File: config.mk
export PLATFORM = sky130hd
export DESIGN_NAME = ipm2l_mc_fifo_ctrl
export DESIGN_NICKNAME = d
export VERILOG_FILES = /design/src/rtl/ipm2l_mc_fifo_ctrl.sv
export SDC_FILE = /design/constraint.sdc
export NUM_CORES = 1
export LEC_CHECK = 0
export ABC_AREA = 1
export BUFFER_PORTS_ARGS = -buffer_cell sky130_fd_sc_hd__buf_2
export CORE_MARGIN = 4
export CORE_UTILIZATION = 45
export CTS_BUF_LIST = sky130_fd_sc_hd__clkbuf_2
export DETAILED_ROUTE_END_ITERATION = 10
export PLACE_DENSITY = 0.64
export SLEW_MARGIN = 30
export SYNTH_ARGS = -nofsm -noshare
export SYNTH_HDL_FRONTEND = slang
export SYNTH_SLANG_ARGS = --single-unit
File: constraint.sdc
create_clock -name clk -period 6.6 [get_ports clk]
set_clock_uncertainty 0.05 [all_clocks]
set_input_delay 1.32 -clock clk [delete_from_list [all_inputs] [get_ports clk]]
set_output_delay 1.32 -clock clk [all_outputs]
set_load 0.02 [all_outputs]
File: src/rtl/ipm2l_mc_fifo_ctrl.sv
//-----------------------------------------------------------------------------
// ipm2l_mc_fifo_ctrl
//
// Multi-channel synchronous FIFO controller. One external simple-dual-port RAM
// is split into N = 2^c_CH_WIDTH circular FIFOs of D = 2^c_DEPTH_WIDTH words.
// The channel number forms the upper address bits, so each FIFO is confined
// to its own partition. This block only produces addresses, handshakes and
// status; the data path lives in the RAM.
//
// Ports:
//   clk, rst        single clock, asynchronous active-high reset
//   w_en/w_ch       write request and target channel
//   w_ack, waddr    write accepted (combinational) and RAM write address
//   r_en/r_ch       read request and source channel
//   r_ack, raddr    read accepted (combinational) and RAM read address
//   rd_valid(_ch)   RAM read data valid c_RD_LATENCY cycles after r_ack
//   ch_clr          per-channel synchronous flush
//   wfull, rempty, almost_full, almost_empty   per-channel status flags
//   water_level     per-channel occupancy, (c_DEPTH_WIDTH+1) bits per channel
//
// Optional feature (macro MC_FIFO_ERR_FLAG_EN):
//   err_clr         clears the sticky error flags
//   overflow        sticky: write requested to a full channel
//   underflow       sticky: read requested from an empty channel
//-----------------------------------------------------------------------------
`timescale 1ns/1ps

module ipm2l_mc_fifo_ctrl #(
  parameter int c_CH_WIDTH         = 2,
  parameter int c_DEPTH_WIDTH      = 9,
  parameter int c_ALMOST_FULL_NUM  = 508,
  parameter int c_ALMOST_EMPTY_NUM = 4,
  parameter int c_RD_LATENCY       = 1
) (
  input  logic                                               clk,
  input  logic                                               rst,
  input  logic                                               w_en,
  input  logic [c_CH_WIDTH-1:0]                              w_ch,
  output logic                                               w_ack,
  output logic [c_CH_WIDTH+c_DEPTH_WIDTH-1:0]                waddr,
  input  logic                                               r_en,
  input  logic [c_CH_WIDTH-1:0]                              r_ch,
  output logic                                               r_ack,
  output logic [c_CH_WIDTH+c_DEPTH_WIDTH-1:0]                raddr,
  output logic                                               rd_valid,
  output logic [c_CH_WIDTH-1:0]                              rd_valid_ch,
  input  logic [(1<<c_CH_WIDTH)-1:0]                         ch_clr,
  output logic [(1<<c_CH_WIDTH)-1:0]                         wfull,
  output logic [(1<<c_CH_WIDTH)-1:0]                         rempty,
  output logic [(1<<c_CH_WIDTH)-1:0]                         almost_full,
  output logic [(1<<c_CH_WIDTH)-1:0]                         almost_empty,
  output logic [(1<<c_CH_WIDTH)*(c_DEPTH_WIDTH+1)-1:0]       water_level
`ifdef MC_FIFO_ERR_FLAG_EN
  ,
  input  logic                                               err_clr,
  output logic [(1<<c_CH_WIDTH)-1:0]                         overflow,
  output logic [(1<<c_CH_WIDTH)-1:0]                         underflow
`endif
);

  localparam int N     = 1 << c_CH_WIDTH;
  localparam int D     = 1 << c_DEPTH_WIDTH;
  localparam int CNT_W = c_DEPTH_WIDTH + 1;
  localparam int LAT   = c_RD_LATENCY;

  localparam logic [CNT_W-1:0] FULL_CNT = CNT_W'(D);
  localparam logic [CNT_W-1:0] AF_TH    = CNT_W'(c_ALMOST_FULL_NUM);
  localparam logic [CNT_W-1:0] AE_TH    = CNT_W'(c_ALMOST_EMPTY_NUM);

  // Current pointer values gathered from the per-channel blocks so the
  // address muxes can index them by channel number.
  logic [c_DEPTH_WIDTH-1:0] wptr_cur [N];
  logic [c_DEPTH_WIDTH-1:0] rptr_cur [N];

  // One-hot "this channel is accessed this cycle" decodes of the acks.
  logic [N-1:0] wr_sel;
  logic [N-1:0] rd_sel;

  //---------------------------------------------------------------------------
  // Handshake and address generation
  //---------------------------------------------------------------------------
  // Acceptance looks only at the current count, so a simultaneous read never
  // frees room for a write to a full channel (and vice versa for empty).
  // rst gates the acks so nothing can be accepted while reset is held.
  always_comb begin
    w_ack = ~rst & w_en & ~wfull[w_ch] & ~ch_clr[w_ch];
    r_ack = ~rst & r_en & ~rempty[r_ch] & ~ch_clr[r_ch];
    waddr = {w_ch, wptr_cur[w_ch]};
    raddr = {r_ch, rptr_cur[r_ch]};
  end

  //---------------------------------------------------------------------------
  // Per-channel pointer / count state and flag decode
  //---------------------------------------------------------------------------
  genvar gi;
  generate
    for (gi = 0; gi < N; gi++) begin : g_ch
      logic [c_DEPTH_WIDTH-1:0] wptr_q, wptr_d;
      logic [c_DEPTH_WIDTH-1:0] rptr_q, rptr_d;
      logic [CNT_W-1:0]         cnt_q,  cnt_d;

      assign wr_sel[gi] = w_ack & (w_ch == c_CH_WIDTH'(gi));
      assign rd_sel[gi] = r_ack & (r_ch == c_CH_WIDTH'(gi));

      assign wptr_cur[gi] = wptr_q;
      assign rptr_cur[gi] = rptr_q;

      // Pointers wrap naturally at D because they are exactly c_DEPTH_WIDTH
      // bits wide.
      always_comb begin
        wptr_d = wptr_q;
        rptr_d = rptr_q;
        cnt_d  = cnt_q;
        if (ch_clr[gi]) begin
          // Flush wins; the acks are already blocked for this channel.
          wptr_d = '0;
          rptr_d = '0;
          cnt_d  = '0;
        end else begin
          if (wr_sel[gi]) wptr_d = wptr_q + c_DEPTH_WIDTH'(1);
          if (rd_sel[gi]) rptr_d = rptr_q + c_DEPTH_WIDTH'(1);
          unique case ({wr_sel[gi], rd_sel[gi]})
            2'b10:   cnt_d = cnt_q + CNT_W'(1);
            2'b01:   cnt_d = cnt_q - CNT_W'(1);
            default: cnt_d = cnt_q;
          endcase
        end
      end

      always_ff @(posedge clk or posedge rst) begin
        if (rst) begin
          wptr_q <= '0;
          rptr_q <= '0;
          cnt_q  <= '0;
        end else begin
          wptr_q <= wptr_d;
          rptr_q <= rptr_d;
          cnt_q  <= cnt_d;
        end
      end

      // Flags are decoded straight from the registered count, so reset
      // drives them to their idle values without waiting for a clock.
      assign wfull[gi]        = (cnt_q == FULL_CNT);
      assign rempty[gi]       = (cnt_q == '0);
      assign almost_full[gi]  = (cnt_q >= AF_TH);
      assign almost_empty[gi] = (cnt_q <= AE_TH);
      assign water_level[gi*CNT_W +: CNT_W] = cnt_q;

`ifdef MC_FIFO_ERR_FLAG_EN
      // Sticky error flags. These watch the raw request against the status,
      // so they fire even when the request is rejected for being full/empty.
      // A new event in the same cycle as err_clr keeps the flag set.
      logic ovf_q;
      logic udf_q;
      logic ovf_set;
      logic udf_set;

      assign ovf_set = w_en & (w_ch == c_CH_WIDTH'(gi)) & wfull[gi];
      assign udf_set = r_en & (r_ch == c_CH_WIDTH'(gi)) & rempty[gi];

      always_ff @(posedge clk or posedge rst) begin
        if (rst) begin
          ovf_q <= 1'b0;
          udf_q <= 1'b0;
        end else begin
          if (ovf_set)      ovf_q <= 1'b1;
          else if (err_clr) ovf_q <= 1'b0;
          if (udf_set)      udf_q <= 1'b1;
          else if (err_clr) udf_q <= 1'b0;
        end
      end

      assign overflow[gi]  = ovf_q;
      assign underflow[gi] = udf_q;
`endif
    end
  endgenerate

  //---------------------------------------------------------------------------
  // Read-data-valid pipeline
  //---------------------------------------------------------------------------
  // Matches the RAM read latency. A flush does not touch it: data already
  // requested from the RAM still comes out and is still flagged valid.
  logic                  vld_q [LAT];
  logic [c_CH_WIDTH-1:0] vch_q [LAT];

  always_ff @(posedge clk or posedge rst) begin
    if (rst) begin
      for (int i = 0; i < LAT; i++) begin
        vld_q[i] <= 1'b0;
        vch_q[i] <= '0;
      end
    end else begin
      vld_q[0] <= r_ack;
      vch_q[0] <= r_ch;
      for (int i = 1; i < LAT; i++) begin
        vld_q[i] <= vld_q[i-1];
        vch_q[i] <= vch_q[i-1];
      end
    end
  end

  assign rd_valid    = vld_q[LAT-1];
  assign rd_valid_ch = vch_q[LAT-1];

endmodule

==> out/results.ini <==
[yosys]
synth_cell_types = 46
ys_warn_count = 0
synth-seq-area-share = 0.355
synth-seq-cells = 115
yosysTopAreaCellShare = 0.355
ys_top_cells_by_area = dfrtp_1, nand2_1, ha_1, inv_1, nor2_1
synth.avg_cell_area_um2 = 7.58
synth_fp_nets = 1125
syn_area_um2 = 8110
syn_inst = 1069
synth_area_leader_cell = dfrtp_1

[clock_network]
clk_transition_reported_paths_ns = 0.18
ctsRootBufferMaster = clkbuf_2
cts_tree = built
clk_latency_ns = 0.70
cts.sinks = 115
clockBufferDepth = 2
cts_setup_buffers = 0
hold_buffers = 0
htreeDepth = 4
cts_resized = 0
numCtsBuffers = 17

[power_and_ir_drop]
power.static_leakage_nw = 4.38
switching_share = 0.305
powerDensity_nw_per_um2 = 160
power_mw = 1.45
peakVddDrop_mv = 0.0924
pwr-share-clk = 0.374
internal-power_mw = 1.01
pwr-share-seq = 0.500
power.switching_mw = 0.441
combPwrFrac = 0.126

[global_routing]
grt_start_max_net_pins = 73
grt_pass1_wl_um = 36000
antenna_found_initial = 1
overflow = 0
grt_pass1_vias = 7025
gr-usage-all-layers = 0.221

[route]
topRoutingLayerUsed = met4
vias = 7556
met1_length_um = 10100
drtAntennaViolNets = 0
drtIter0Drc = 510
routed_wl_um = 21800
wl_met2_um = 10200
vias_per_cell = 5.37
wl_met3_um = 1160
wl_per_cell_um = 15.5
drt_first_pass_iters = 5
drc_errors = 0

[floorplanning]
coreArea_um2 = 17500
ios = 95
die_x_um = 142
initial_utilization = 0.464
dieArea_um2 = 20200
fp-row-count = 48
chipHeight_um = 142

[timing]
slew_viol_final = 0
worst_pin_slew_ns = 0.746
fmax_ghz = 0.235
rsz0062_at_grt = false
setup_violations = 0
finalHoldViolCount = 0
fin_hold_ws_ns = 0.425
slew_headroom = 0.499
period_needed_ns = 4.25
min_period_over_period = 0.645
fin_tns_setup_ns = 0

[hold_path]
hp-class = flip-flop to flip-flop
min-delay-start = g_ch[3].rptr_q[2]$_DFFE_PP0P_
hold_end = g_ch[3].rptr_q[2]$_DFFE_PP0P_
hold_depth = 1

[critical_path]
startpoint_type = primary input
crit_path_end_kind = primary output
r2r_end = g_ch[1].cnt_q[7]$_DFFE_PP0P_
ff2ff_setup_slack_ns = 2.83
worstSetupPathType = primary input to primary output
r2r_start = g_ch[0].cnt_q[6]$_DFFE_PP0P_
rr_worst_depth = 18
cp.arrival_ns = 2.88
critPathRequiredTime_ns = 5.23
crit_fanout = 12

[place]
dp_hpwl_um = 16200
gp_congestion = 0.870
portBuffers = 94

[run]
drv_cap = 0

[status]
status = completed

[final_layout]
drive_above_1_share = 0.151
fin_util = 0.518
syn_to_final_growth_pct = 11.6
finalNetCount = 1220

[cell type report]
class | count | area (um^2)
fillers | 1743 | 8430
multi-input cells | 797 | 4610
flip-flops and latches | 115 | 2880
clock inverters | 12 | 163
diodes | 5 | 12.5
well taps | 225 | 282
inverters | 138 | 523
clock buffers | 20 | 100
repair buffers | 95 | 482
[worst max-delay path by stage]
stage	start	to	slack (ns)	cells past startpoint
2_1_floorplan	rst	g_ch[0].cnt_q[0]$_DFFE_PP0P_	2.19	1
3_3_place_gp	w_ch[0]	g_ch[1].cnt_q[7]$_DFFE_PP0P_	1.83	19
3_5_place_dp	w_ch[0]	g_ch[1].cnt_q[7]$_DFFE_PP0P_	1.71	19
4_1_cts	r_ch[1]	raddr[1]	2.36	6
5_1_grt	w_ch[0]	g_ch[1].cnt_q[7]$_DFFE_PP0P_	2.18	19
6_report	r_ch[1]	r_ack	2.35	7
[registers in the layout (all words and copies together) (netlist names)]
register and cells:
rd_valid 1, g_ch.rptr_q 36, g_ch.wptr_q 36, rd_valid_ch 2, g_ch.cnt_q 40
[cell usage in the layout, fill, tap and decap left out, types with 8 or more instances in the layout]
master and count:
nand2_1 213, inv_1 129, dfrtp_1 115, nor2_1 104, buf_2 94, nand3_1 70
o21ai_0 60, a21oi_1 43, ha_1 40, xor2_1 38, nor3_1 35, o21ai_1 27
nand4_1 25, clkbuf_2 20, o221ai_1 17, a22oi_1 16, a31oi_1 11, nand2_2 8
o31ai_1 8
[cells by family (layout without fill, tap and decap cells)]
kind of cell / count (synthesis) / after routing / synth area share
compound gates: 212 / 212 / 0.158
xor+xnor: 45 / 45 / 0.0486
fa+ha+maj: 44 / 44 / 0.0716
buf+inv: 157 / 265 / 0.0762
flops: 115 / 115 / 0.355
other cells: 0 / 5 / 0
simple gates: 496 / 496 / 0.290
[routing by layer]
metal	GRT usage	vias up
met3	0.0430	23
met4	0.0510	0
li1	-	3822
met1	0.311	3535
met5	0	-
met2	0.352	176
[critical path, stage by stage]
cell and delay [ns]:
buf_2 0.19, nand2_1 0.39, o21ai_1 0.18, nor2_4 0.15, nand3_4 0.18, nor2_8 0.26, buf_2 0.21
[Yosys cell counts (all sizes together)]
cell      n
nand2   228
inv     137
dfrtp   115
nor2    111
o21ai    94
nand3    77
a21oi    45
nor3     41
ha       40
xor2     38
nand4    25
o221ai   17
a22oi    16
buf      12
a31oi    11
o31ai     8
a21o      7
clkbuf    7
xnor2     7
o21bai    6
a211oi    5
and3      4
fa        4
nor4      4
nand3b    3
o211ai    2
or2       2
clkinv    1
nor3b     1
o21a      1
[power by group through the flow]
stage               logic, mW  clock network, mW  registers [mW]
floorplan               0.122                  0           0.742
global placement        0.182                  0           0.737
finish                  0.182              0.542           0.724
CTS                     0.184              0.556           0.724
detailed placement      0.183                  0           0.737
global route            0.202              0.591           0.726
[stage by stage]
| stage | std cells | cell area, um^2 | setup WS [ns] |
|---|---|---|---|
| finish | 1407 | 9050 | 2.35 |
| global placement | 1370 | 8770 | 1.83 |
| CTS | 1402 | 9030 | 2.36 |
| global route | 1407 | 9050 | 2.18 |
| floorplan | 1069 | 8110 | 2.19 |
| detailed placement | 1370 | 8770 | 1.71 |
No activity file was read; power rests on OpenSTA's default activity.
